`src/rtl/exec_ctl_pkg.sv`:
```
// ---------------------------------------------------------------------------
// exec_ctl_pkg
// Shared definitions for the execution-control block: the mode encoding
// seen on the board display and the widths of the debounce and step
// counters.
// ---------------------------------------------------------------------------
package exec_ctl_pkg;

    localparam int DBNC_W     = 20;
    localparam int STEP_CNT_W = 32;

    // 2'b11 is never entered; the FSM treats it as HALT.
    typedef enum logic [1:0] {
        MODE_HALT = 2'b00,
        MODE_STEP = 2'b01,
        MODE_RUN  = 2'b10
    } mode_e;

endpackage

```
`src/rtl/btn_debounce.sv`:
```
// ---------------------------------------------------------------------------
// btn_debounce
// Conditions one raw, bouncy push-button: 2-flop synchronizer, stability
// counter, and a one-cycle press pulse on each accepted 0->1 transition.
// Releases are accepted silently.
//
// Ports:
//   i_clk    system clock
//   i_rst    asynchronous active-low reset
//   i_btn    raw button level (asynchronous, active-high)
//   o_press  registered one-cycle press pulse
// ---------------------------------------------------------------------------
module btn_debounce
    import exec_ctl_pkg::*;
#(
    parameter logic [DBNC_W-1:0] DEBOUNCE_CYCLES = 20'd500000
) (
    input  logic i_clk,
    input  logic i_rst,
    input  logic i_btn,
    output logic o_press
);

    logic [1:0]        sync_q;
    logic [DBNC_W-1:0] cnt_q, cnt_d;
    logic              level_q, level_d;
    logic              press_q, press_d;

    // The counter runs only while the synchronized level disagrees with the
    // accepted level; any agreement restarts the stability window.
    always_comb begin
        cnt_d   = cnt_q;
        level_d = level_q;
        if (sync_q[1] != level_q) begin
            if (cnt_q == DEBOUNCE_CYCLES) begin
                level_d = sync_q[1];
                cnt_d   = '0;
            end else begin
                cnt_d = cnt_q + DBNC_W'(1);
            end
        end else begin
            cnt_d = '0;
        end
        press_d = level_d & ~level_q;
    end

    always_ff @(posedge i_clk or negedge i_rst) begin
        if (!i_rst) begin
            sync_q  <= 2'b00;
            cnt_q   <= '0;
            level_q <= 1'b0;
            press_q <= 1'b0;
        end else begin
            sync_q  <= {sync_q[0], i_btn};
            cnt_q   <= cnt_d;
            level_q <= level_d;
            press_q <= press_d;
        end
    end

    assign o_press = press_q;

endmodule

```
`src/rtl/clk_en_ctl.sv`:
```
// ---------------------------------------------------------------------------
// clk_en_ctl
// Drives the single-cycle datapath clock enable from two board buttons and
// a halt request: HALT holds the core, STEP gives one enable per step
// press, RUN gives one enable every RUN_DIV cycles.
//
// Ports:
//   i_clk         system clock
//   i_rst         asynchronous active-low reset
//   i_btn_step    raw step button
//   i_btn_mode    raw mode button (HALT -> STEP -> RUN -> HALT)
//   i_halt_req    single-cycle stop request from the control decoder
//   o_clk_enable  registered datapath enable
//   o_mode        current mode (also the FSM state for observation)
//   o_step_count  number of cycles with o_clk_enable high
// ---------------------------------------------------------------------------
module clk_en_ctl
    import exec_ctl_pkg::*;
#(
    parameter logic [DBNC_W-1:0] DEBOUNCE_CYCLES = 20'd500000,
    parameter logic [7:0]        RUN_DIV         = 8'd4
) (
    input  logic                  i_clk,
    input  logic                  i_rst,
    input  logic                  i_btn_step,
    input  logic                  i_btn_mode,
    input  logic                  i_halt_req,
    output logic                  o_clk_enable,
    output logic [1:0]            o_mode,
    output logic [STEP_CNT_W-1:0] o_step_count
);

    logic step_press;
    logic mode_press;

    btn_debounce #(.DEBOUNCE_CYCLES(DEBOUNCE_CYCLES)) u_dbnc_step (
        .i_clk   (i_clk),
        .i_rst   (i_rst),
        .i_btn   (i_btn_step),
        .o_press (step_press)
    );

    btn_debounce #(.DEBOUNCE_CYCLES(DEBOUNCE_CYCLES)) u_dbnc_mode (
        .i_clk   (i_clk),
        .i_rst   (i_rst),
        .i_btn   (i_btn_mode),
        .o_press (mode_press)
    );

    mode_e           mode_q;
    logic [7:0]      presc_q;
    logic            en_q;
    logic [STEP_CNT_W-1:0] step_cnt_q, step_cnt_d;

    // Mode FSM with registered enable. The prescaler defaults to 0 every
    // cycle outside RUN, so each entry into RUN starts a fresh period.
    // A halt request overrides everything, including an enable the
    // prescaler would have produced in the same cycle.
    always_ff @(posedge i_clk or negedge i_rst) begin
        if (!i_rst) begin
            mode_q  <= MODE_HALT;
            presc_q <= '0;
            en_q    <= 1'b0;
        end else begin
            en_q    <= 1'b0;
            presc_q <= '0;
            if (i_halt_req) begin
                mode_q <= MODE_HALT;
            end else begin
                case (mode_q)
                    MODE_HALT: begin
                        if (mode_press) mode_q <= MODE_STEP;
                    end
                    MODE_STEP: begin
                        // A step press arriving with a mode press is dropped.
                        if (mode_press)      mode_q <= MODE_RUN;
                        else if (step_press) en_q   <= 1'b1;
                    end
                    MODE_RUN: begin
                        if (mode_press) mode_q <= MODE_HALT;
                        if (presc_q == RUN_DIV - 8'd1) en_q    <= 1'b1;
                        else                           presc_q <= presc_q + 8'd1;
                    end
                    default: mode_q <= MODE_HALT;
                endcase
            end
        end
    end

    always_comb begin
        step_cnt_d = step_cnt_q + STEP_CNT_W'(en_q);
    end

    always_ff @(posedge i_clk or negedge i_rst) begin
        if (!i_rst) step_cnt_q <= '0;
        else        step_cnt_q <= step_cnt_d;
    end

    assign o_clk_enable = en_q;
    assign o_mode       = mode_q;
    assign o_step_count = step_cnt_q;

endmodule

```
`config.mk`:
```
export PLATFORM = sky130hd
export DESIGN_NAME = clk_en_ctl
export DESIGN_NICKNAME = d
export VERILOG_FILES = /design/src/rtl/exec_ctl_pkg.sv /design/src/rtl/btn_debounce.sv /design/src/rtl/clk_en_ctl.sv
export SDC_FILE = /design/constraint.sdc
export NUM_CORES = 1
export LEC_CHECK = 0
export CAP_MARGIN = 15
export CORE_AREA = 3 3 91 93
export CTS_BUF_LIST = sky130_fd_sc_hd__clkbuf_8
export CTS_CLUSTER_SIZE = 28
export DETAILED_ROUTE_END_ITERATION = 10
export DIE_AREA = 0 0 94 96
export GPL_TIMING_DRIVEN = 0
export PLACE_DENSITY = 0.8
export SYNTH_ARGS = -nofsm -noshare
export SYNTH_HDL_FRONTEND = slang
export SYNTH_SLANG_ARGS = --single-unit
```
`constraint.sdc`:
```
create_clock -name i_clk -period 2.4 [get_ports i_clk]
set_input_delay 0.48 -clock i_clk [delete_from_list [all_inputs] [get_ports i_clk]]
set_output_delay 0.48 -clock i_clk [all_outputs]
set_load 0.03 [all_outputs]
```
==> impl_metrics.py, run 1 <==
metrics = {
    "drt": {
        "routed_wirelength_um": 8410,
        "post-route-drc-count": 0,
        "drtIter0Drc": 140,
        "vias_per_cell": 5.719,
        "wl_per_cell_um": 14.43,
        "post_route_ant_nets": 0,
        "vias": 3334,
        "drt_pre_antenna_iters": 5,
    },
    "clock_tree": {
        "clock_tree.htree_level_count": 3,
        "clock_latency_ns": 0.38,
        "cts_buffers": 9,
        "cts_hold_buffers": 0,
        "clock_path_buffers": 2,
        "clock-sinks": 91,
        "cts.repair.resized": 0,
        "root_buffer": "sky130_fd_sc_hd__clkbuf_8",
        "clock_transition_at_the_registers_of_the_reported_paths_ns": 0.10,
        "tritoncts_clock_tree": "built",
        "post-cts-setup-buffers": 0,
    },
    "placement": {
        "dpl.hpwl_um": 5981,
        "place.gp.congestion": 0.8249,
        "dpl-instance-area_um2": 4982,
        "portBuffers": 39,
    },
    "finish": {
        "area_growth_syn_to_layout_pct": 16.32,
        "post-route-cell-area_um2": 5164,
        "num-fill-cells": 565,
        "multi_input_comb_area_um2": 2043,
        "combined_flip_flop_and_latch_cell_area_um2": 2277,
        "postLayoutCoreUtil_pct": 67.88,
        "num_antenna_cells": 0,
        "final_layout_size_suffix_gt1_share_pct": 7.900,
        "layout.nets": 492,
    },
    "sta": {
        "clock-skew-final_ns": 0.01248,
        "hold_ws_ns": 0.02418,
        "slew_viol_final": 0,
        "fin_crit_ns": 2.070,
        "transition_at_the_pin_with_the_smallest_max_transition_slack_ns": 0.8150,
        "rsz_0062_raised_after_global_routing": "no",
        "max_freq_ghz": 0.4831,
        "totalNegativeSetupSlack_ns": 0,
        "finalCritPeriodShare_pct": 86.26,
        "report.final.hold_viol_count": 0,
        "setup_viol": 0,
        "slew_headroom_pct": 45.16,
    },
    "synthesis": {
        "postSynthAreaPerCell_um2": 10.45,
        "async_reset_ff_share_pct": 100.0,
        "portion_of_synthesized_cell_area_occupied_by_the_leading_cell_type_pct": 51.30,
        "synth_seq_cells": 91,
        "synth_enable_flop_cells": 0,
        "synth.largest_area_cell": "sky130_fd_sc_hd__dfrtp_1",
        "synth-main-ff-cell": "sky130_fd_sc_hd__dfrtp_1",
        "ys_warn_count": 0,
        "synthesis.area_um2": 4439,
        "ys_seq_area_share_pct": 51.30,
        "synthCells": 425,
        "synth.distinct_cells": 39,
        "synthTopCellsByCount": "sky130_fd_sc_hd__dfrtp_1, sky130_fd_sc_hd__nor2_1, sky130_fd_sc_hd__xor2_1, sky130_fd_sc_hd__nand3_1, sky130_fd_sc_hd__nand2_1",
        "syn-num-nets": 441,
        "yosys-top-cells-area": "sky130_fd_sc_hd__dfrtp_1, sky130_fd_sc_hd__xor2_1, sky130_fd_sc_hd__xnor2_1",
        "post-synth-top-count-cell": "sky130_fd_sc_hd__dfrtp_1",
    },
    "flow_run": {
        "max_cap_viol_count": 0,
    },
    "floorplanning": {
        "core_area_um2": 7607,
        "rows": 32,
        "fp.dieArea_um2": 9024,
        "boundaryPins": 40,
        "die_width_um": 94,
        "initial_core_util_pct": 58.36,
        "dieHeight_um": 96,
    },
    "setup_path": {
        "critical_path.endpoint_type": "output port",
        "number_of_buffer_and_inverter_instances_along_the_worst_setup_path": 1,
        "crit_path_start": "o_step_count[11]",
        "timing.critical_path.required_ns": 1.92,
        "timing.rr.end": "u_dbnc_step.cnt_q[7]",
        "reg2reg_depth": 7,
        "worst-path-stages": 1,
        "crit_path_max_incr_delay_ns": 0.72,
        "crit_fanout": 8,
        "criticalPathCategory": "flop to output port",
        "r2r_slack_ns": 0.38,
        "cp_top_delay_family": "buffers and inverters",
        "critical_path_cell_with_the_highest_stage_delay": "sky130_fd_sc_hd__clkdlybuf4s50_1",
        "regToRegStartpoint": "u_dbnc_step.cnt_q[0]",
        "crit_chain": "clkdlybuf4s50_1",
        "critical_path_arrival_ns": 1.59,
        "timing.critical_path.to": "o_step_count[11]",
        "timing.critical_path.from_type": "flop",
    },
    "power_and_ir_drop": {
        "leakage_nw": 2.260,
        "power_per_cell_area_nw_per_um2": 508.3,
        "totalPowerFinal_mw": 2.624,
        "peakVddDrop_mv": 0.3147,
    },
    "global_route": {
        "number_of_global_route_vias_before_repair": 3238,
        "grt_max_degree": 62,
        "first_pass_grt_wire_length_um": 14590,
        "antenna_violations_before_repair": 0,
        "grt_overflow_total": 0,
        "grt_util_all_layers_pct": 20.38,
    },
    "min_path": {
        "hold_class": "input port to async pin",
    },
    "run_status": {
        "outcome": "finished, final reports clean",
    },
}
cell families after synthesis:
kind of cell | Yosys count | share of synthesized area (%)
buffers and inverters | 24 | 2.677
flip-flops | 91 | 51.30
AND/OR/NAND/NOR | 203 | 25.62
multiplexers | 2 | 0.5073
XOR/XNOR | 62 | 12.23
AO/OA/AOI/OAI | 32 | 4.566
adder cells (fa/ha/maj) | 11 | 3.100
where the power goes:
group	total, mW	switching (mW)	internal (mW)
registers	1.56	0.0158	1.54
clock network	0.981	0.588	0.392
logic	0.0846	0.0563	0.0283
placed cells by master, fill, tap and decap left out, drive strengths merged, types with 13 or more instances in the layout:
| cell type | instances |
|---|---|
| nand2 | 27 |
| xor2 | 38 |
| a21oi | 13 |
| inv | 20 |
| xnor2 | 24 |
| nor2 | 43 |
| nand3 | 32 |
| dfrtp | 91 |
| nor4 | 15 |
| nand4 | 21 |
| clkdlybuf4s50 | 38 |
metal layers:
layer / vias up / part of all wire, % / global-route usage (%)
li1: 1617 / - / -
met1: 1633 / 46 / 25.03
met2: 72 / 49 / 35.25
met3: 12 / 4.0 / 4.769
met4: 0 / 1.6 / 7.341
met5: - / 0 / 0
stage by stage:
stage | cells | setup WS [ns]
finish | 583 | 0.3298
global route | 583 | 0.2385
CTS | 583 | 0.3169
detailed placement | 567 | 0.3853
global placement | 566 | -2.447
floorplan | 425 | 0.6061
cell type report:
type,count,share of cell area [%]
inverter,16,1.163
buffer,8,1.139
clock inverter,7,1.115
clock buffer,9,2.399
multi-input combinational,310,39.57
tap,102,2.472
sequential,91,44.10
timing repair buffer,40,8.045
flip-flops by register name, summed over array words and instances, names as in the netlist, 2 cells and up:
name / count
o_mode: 2
o_step_count: 32
presc_q: 8
u_dbnc_mode.cnt_q: 20
u_dbnc_mode.sync_q: 2
u_dbnc_step.cnt_q: 20
u_dbnc_step.sync_q: 2
worst min path at each step:
| stage | endpoint | cells past startpoint | startpoint |
|---|---|---|---|
| after floorplan | o_clk_enable | 0 | i_rst |
| after global placement | u_dbnc_mode.sync_q[1] | 0 | u_dbnc_mode.sync_q[0] |
| after detailed placement | u_dbnc_step.sync_q[1] | 0 | u_dbnc_step.sync_q[0] |
| after CTS | o_step_count[27] | 1 | i_rst |
| after global routing | o_step_count[27] | 1 | i_rst |
| final | o_step_count[27] | 1 | i_rst |
(Power assumes the default switching activity.)
==> run 2: changes to the inputs <==
- CORE_AREA: 3 3 91 93 -> 3 3 93 95
- CTS_BUF_LIST: sky130_fd_sc_hd__clkbuf_8 -> default
- DIE_AREA: 0 0 94 96 -> 0 0 96 98
- PLACE_DENSITY: 0.8 -> 0.77
==> run 2 against run 1 <==
Maximum frequency increased by 0.36%. Routed wire length is 3.3% lower. Register-to-register slack is essentially flat. Power decreased by 1.3%. Largest power group unchanged.
==> impl_metrics.py, run 2 (synthesized netlist as in run 1, its figures left out) <==
metrics = {
    "drt": {
        "post-route-drc-count": 0,
        "wl_per_cell_um": 13.95,
        "vias_per_cell": 5.650,
        "drtIter0Drc": 126,
        "vias": 3294,
        "drt_pre_antenna_iters": 4,
        "routed_wirelength_um": 8131,
        "post_route_ant_nets": 0,
    },
    "finish": {
        "post-route-cell-area_um2": 5166,
        "final_layout_size_suffix_gt1_share_pct": 7.900,
        "area_growth_syn_to_layout_pct": 16.38,
        "postLayoutCoreUtil_pct": 66.17,
        "layout.nets": 492,
        "num_antenna_cells": 0,
        "num-fill-cells": 605,
        "most_common_cell_after_layout_fill_and_taps_aside": "sky130_fd_sc_hd__dfrtp_1",
        "layout.cells.most_common_list": "sky130_fd_sc_hd__dfrtp_1, sky130_fd_sc_hd__nor2_1, sky130_fd_sc_hd__xor2_1, sky130_fd_sc_hd__clkdlybuf4s50_1, sky130_fd_sc_hd__nand3_1",
        "largest_register_ffs": 32,
    },
    "run_status": {
        "outcome": "finished, final reports clean",
    },
    "global_route": {
        "grt_max_degree": 60,
        "first_pass_grt_wire_length_um": 14610,
        "grt_overflow_total": 0,
        "number_of_global_route_vias_before_repair": 3225,
        "antenna_violations_before_repair": 0,
        "grt_util_all_layers_pct": 19.03,
    },
    "setup_path": {
        "crit_fanout": 8,
        "cp_top_delay_family": "buffers and inverters",
        "criticalPathCategory": "flop to output port",
        "crit_chain": "clkdlybuf4s50_1",
        "critical_path.endpoint_type": "output port",
        "timing.critical_path.from_type": "flop",
        "regToRegStartpoint": "u_dbnc_step.cnt_q[0]",
        "critical_path_cell_with_the_highest_stage_delay": "sky130_fd_sc_hd__clkdlybuf4s50_1",
        "number_of_buffer_and_inverter_instances_along_the_worst_setup_path": 1,
        "crit_path_start": "o_step_count[11]",
        "critical_path_arrival_ns": 1.58,
        "crit_path_max_incr_delay_ns": 0.73,
        "timing.critical_path.required_ns": 1.92,
    },
    "sta": {
        "transition_at_the_pin_with_the_smallest_max_transition_slack_ns": 0.8149,
        "clock-skew-final_ns": 0.008710,
        "report.final.hold_viol_count": 0,
        "hold_ws_ns": 0.06386,
        "slew_headroom_pct": 45.17,
        "finalCritPeriodShare_pct": 85.95,
        "rsz_0062_raised_after_global_routing": "no",
        "slew_viol_final": 0,
        "max_freq_ghz": 0.4848,
        "setup_viol": 0,
        "fin_crit_ns": 2.063,
    },
    "placement": {
        "dpl.hpwl_um": 5993,
        "dpl-instance-area_um2": 4982,
        "portBuffers": 39,
        "place.gp.congestion": 0.7944,
    },
    "clock_tree": {
        "root_buffer": "sky130_fd_sc_hd__clkbuf_8",
        "clock_transition_at_the_registers_of_the_reported_paths_ns": 0.09,
        "clock-sinks": 91,
        "cts_hold_buffers": 0,
        "clock_tree.htree_level_count": 3,
        "cts_buffers": 9,
        "cts.repair.resized": 0,
        "clock_path_buffers": 2,
        "clock_latency_ns": 0.35,
        "tritoncts_clock_tree": "built",
        "post-cts-setup-buffers": 0,
    },
    "power_and_ir_drop": {
        "peakVddDrop_mv": 0.2937,
        "leakage_nw": 2.261,
        "power_per_cell_area_nw_per_um2": 501.4,
    },
    "floorplanning": {
        "dieHeight_um": 98,
        "die_width_um": 96,
        "initial_core_util_pct": 56.86,
        "fp.dieArea_um2": 9408,
        "rows": 32,
        "boundaryPins": 40,
        "core_area_um2": 7807,
    },
    "min_path": {
        "hold_class": "input port to async pin",
    },
    "flow_run": {
        "max_cap_viol_count": 0,
    },
}
==> run 2: cell types whose count changed in the layout (fill, tap and decap cells not counted) <==
cell	before	now
sky130_fd_sc_hd__clkbuf_8	9	10
sky130_fd_sc_hd__inv_8	1	0
==> run 2: power by group <==
part	leakage (nW)	internal [mW]	total [mW]	switching (mW)
Combinational	0.913	0.0287	0.0851	0.0565
Sequential	1.26	1.54	1.56	0.0159
Clock	0.0897	0.414	0.946	0.533
Total	2.26	1.99	2.59	0.605
==> run 2: final cells by class <==
type                       instances  area, µm²  share of cell area (%)
buffer                             8      58.81                   1.138
clock buffer                      10      137.6                   2.664
clock inverter                     6      46.29                  0.8961
inverter                          16      60.06                   1.163
multi-input combinational        310       2043                   39.55
sequential                        91       2277                   44.08
tap                              102      127.6                   2.470
timing repair buffer              40      415.4                   8.041
==> run 2: layer usage <==
layer  vias to the layer above  GRT usage (%)  share of wire [%]
met5                         -              0                  0
met4                         0          7.440                1.8
met3                        16          2.928                3.7
met2                        68          29.69                 46
met1                      1590          26.59                 49
li1                       1620              -                  -
==> run 2: final timing paths <==
| kind | to | slack, ns | cells after the start |
|---|---|---|---|
| max in group asynchronous | u_dbnc_step.cnt_q[6] | 1.71 | 2 |
| setup reg to reg | u_dbnc_step.cnt_q[0] | 0.37 | 7 |
| hold / removal | presc_q[3] | 0.06 | 1 |
| min in group i_clk | u_dbnc_mode.sync_q[1] | 0.35 | 0 |
| hold reg to reg | u_dbnc_mode.sync_q[1] | 0.35 | 0 |
| setup / recovery | o_step_count[11] | 0.34 | 1 |
==> run 2: per-stage QoR <==
stage	cells	setup WS, ns	setup TNS, ns	power, mW
after CTS	583	0.3151	0	2.631
after global placement	566	-2.396	-217.72	1.670
final	583	0.3373	0	2.590
after detailed placement	567	0.3970	0	1.676
after global routing	583	0.1922	0	2.716
after floorplan	425	0.6061	0	1.622
==> RTL edit (settings of run 2) <==
Make the reset (`i_rst`) synchronous in 3 clocked blocks. Comments in the files are not updated.
--- a/src/rtl/btn_debounce.sv
+++ b/src/rtl/btn_debounce.sv
@@ -44,7 +44,7 @@
         press_d = level_d & ~level_q;
     end
 
-    always_ff @(posedge i_clk or negedge i_rst) begin
+    always_ff @(posedge i_clk) begin
         if (!i_rst) begin
             sync_q  <= 2'b00;
             cnt_q   <= '0;
--- a/src/rtl/clk_en_ctl.sv
+++ b/src/rtl/clk_en_ctl.sv
@@ -56,7 +56,7 @@
     // cycle outside RUN, so each entry into RUN starts a fresh period.
     // A halt request overrides everything, including an enable the
     // prescaler would have produced in the same cycle.
-    always_ff @(posedge i_clk or negedge i_rst) begin
+    always_ff @(posedge i_clk) begin
         if (!i_rst) begin
             mode_q  <= MODE_HALT;
             presc_q <= '0;
@@ -91,7 +91,7 @@
         step_cnt_d = step_cnt_q + STEP_CNT_W'(en_q);
     end
 
-    always_ff @(posedge i_clk or negedge i_rst) begin
+    always_ff @(posedge i_clk) begin
         if (!i_rst) step_cnt_q <= '0;
         else        step_cnt_q <= step_cnt_d;
     end
Function: same outputs for any inputs over 10 cycles, from zero or initial values and one cycle with i_rst low; that may be too few to reach the edited logic, so the function may still have changed.
==> RTL edit against run 2 <==
- routed wire length up 0.63%
- sequential share of layout area shrank 6.4 points
- worst setup slack got worse by 0.19 ns
- cell count rose by 8.6%
- synthesized area fell by 7.0%
- sequential cell count did not move
- design area decreased by 6.2%
- global-route usage down 0.63 points
Power is not compared: it rests on default switching activity, and its combinational part moved more than twofold at a synthesized area within 25%.
==> RTL edit: results (changes against run 2) <==
• **syn_nets** 493, +12%
• **hpwl dp** 6010 microns, +0.22%
• **M3 GR Usage** 4.39%, +1.5 points
• **count of input and output buffers** 39, unchanged
• **sequential fraction of the synthesis area** 44.1%, -7.2 points
• **met1 global-route usage** 24.2%, -2.4 points
• **Routed met1 length** 3800 microns, -4.2%
• **top achievable clock speed** 0.444 GHz, -8.3%
• **antenna violations before repair** 0, unchanged
• **number of flip-flops under the largest register name** 32, unchanged
• **root buffer selected by CTS** clkbuf_8
• **Area contributors post-synth** dfxtp_1 44%, xnor2_1 5.5%, nor2_1 4.7%, a21oi_1 4.2%, ha_1 3.6%
• **CP max-delay cell** or4_4
• **worst hold path stage count** 1
• **Worst setup endpoint** o_step_count[26]$_SDFF_PN0_
• **Starting DRT DRC Count** 125, -0.79%
• **post-route worst hold slack** 0.439 ns, +0.376 ns
• **async set-reset flop share out of synthesis** 0%, -100 points
• **Worst Hold End** u_dbnc_mode.sync_q[1]$_SDFF_PN0_
• **arrival time at the worst endpoint** 2.54 ns, +0.96 ns
• **min-delay src** u_dbnc_mode.sync_q[0]$_SDFF_PN0_
• **Detail Route met3 WL** 413 microns, +36%
• **count of H-tree levels built during CTS** 3, unchanged
• **setup slack on the worst flop-to-flop path** 0.15 ns, -0.22 ns
• **post-DR vias/cell** 5.48, -3.1%
• **cell count after placement** 617, +8.8%
• **buffers inserted by post-CTS timing repair** 0, unchanged
• **Final #Nets** 543, +10%
• **total met2 wirelength after detailed routing** 3950 microns, +6.3%
• **number of standard cells in the layout, taps in and fillers out** 633, +8.6%
• **worst slack at placement** 0.0624 ns, -0.335 ns
• **ratio of cells with drive above 1 in the final layout** 6.40%, -1.5 points
• **wire length of the first global-routing pass** 14300 microns, -2.4%
• **sequential cell fraction of total power** 60.7%
• **leading post-synthesis cells by instance count** 91 x dfxtp_1, 52 x nor2_1, 35 x a21oi_1
• **top fanout value on the critical path** 8, unchanged
• **maximum count of clock buffers along a single path** 2, unchanged
• **placed cell area** 4650 sq um, -6.7%
• **number of antenna repair diodes** 0, unchanged
• **maximum clock skew at final layout** 0.00968 ns, +0.000975 ns
• **peak per-stage delay on the critical path** 0.57 ns, -0.16 ns
• **All-Layer GR Usage** 18.4%, -0.63 points
• **worst ir drop on vdd** 0.000289 V
• **crit path from** o_clk_enable$_SDFF_PP0_
• **via count of the first global-routing pass** 3229, +0.12%
• **status** finished clean
• **worst hold-check path type** reg2reg
• **PD cells** 515 nW/um^2
• **weighted congestion reported at the end of routability-driven placement** 0.812, +2.2%
• **Slew @ Worst Pin** 0.788 ns, -0.0272 ns
• **standby leakage power** 1.49 nW
• **FF-to-FF path depth** 6, -1
• **met2 usage in global routing** 29.8%, +0.16 points
• **pin count of the biggest net entering global routing** 17, -72%
• **mean routed wirelength per cell** 12.9 microns, -7.3%
• **Avg Synthesized Cell Area** 8.67 sq um, -17%
==> RTL edit: repair_timing <==
| item | 4_1_cts | 5_1_grt |
|---|---|---|
| resized for setup | 0 | 3 |
| hold buffers | 0 | 0 |
| endpoints found under the setup margin | 0 | 7 |
==> RTL edit: worst max-delay path, delay by kind of cell, from the launching register on <==
| kind | cells | cell delay, ns |
|---|---|---|
| DFF | 1 | 0.36 |
| adders and majority gates | 2 | 0.44 |
| and+or+nand+nor | 3 | 1.24 |
| AOI/OAI and AO/OA | 1 | 0.15 |
==> RTL edit: layout make-up <==
cell class	instances	area [sq um]
clock inverters	6	48.8
clock buffers	10	128
well taps	102	128
inverters	25	93.8
plain buffers	15	86.3
flip-flops and latches	91	1820
fillers	656	2960
repair buffers	39	390
multi-input cells	345	2150
==> RTL edit: cell families after synthesis <==
logic type | synth area share (%)
DFF | 44.1
xor gates and xnor gates | 8.91
buffers and inverters | 4.36
AOI/OAI and AO/OA | 9.94
muxes | 0.242
and+or+nand+nor | 28.8
adders and majority gates | 3.64
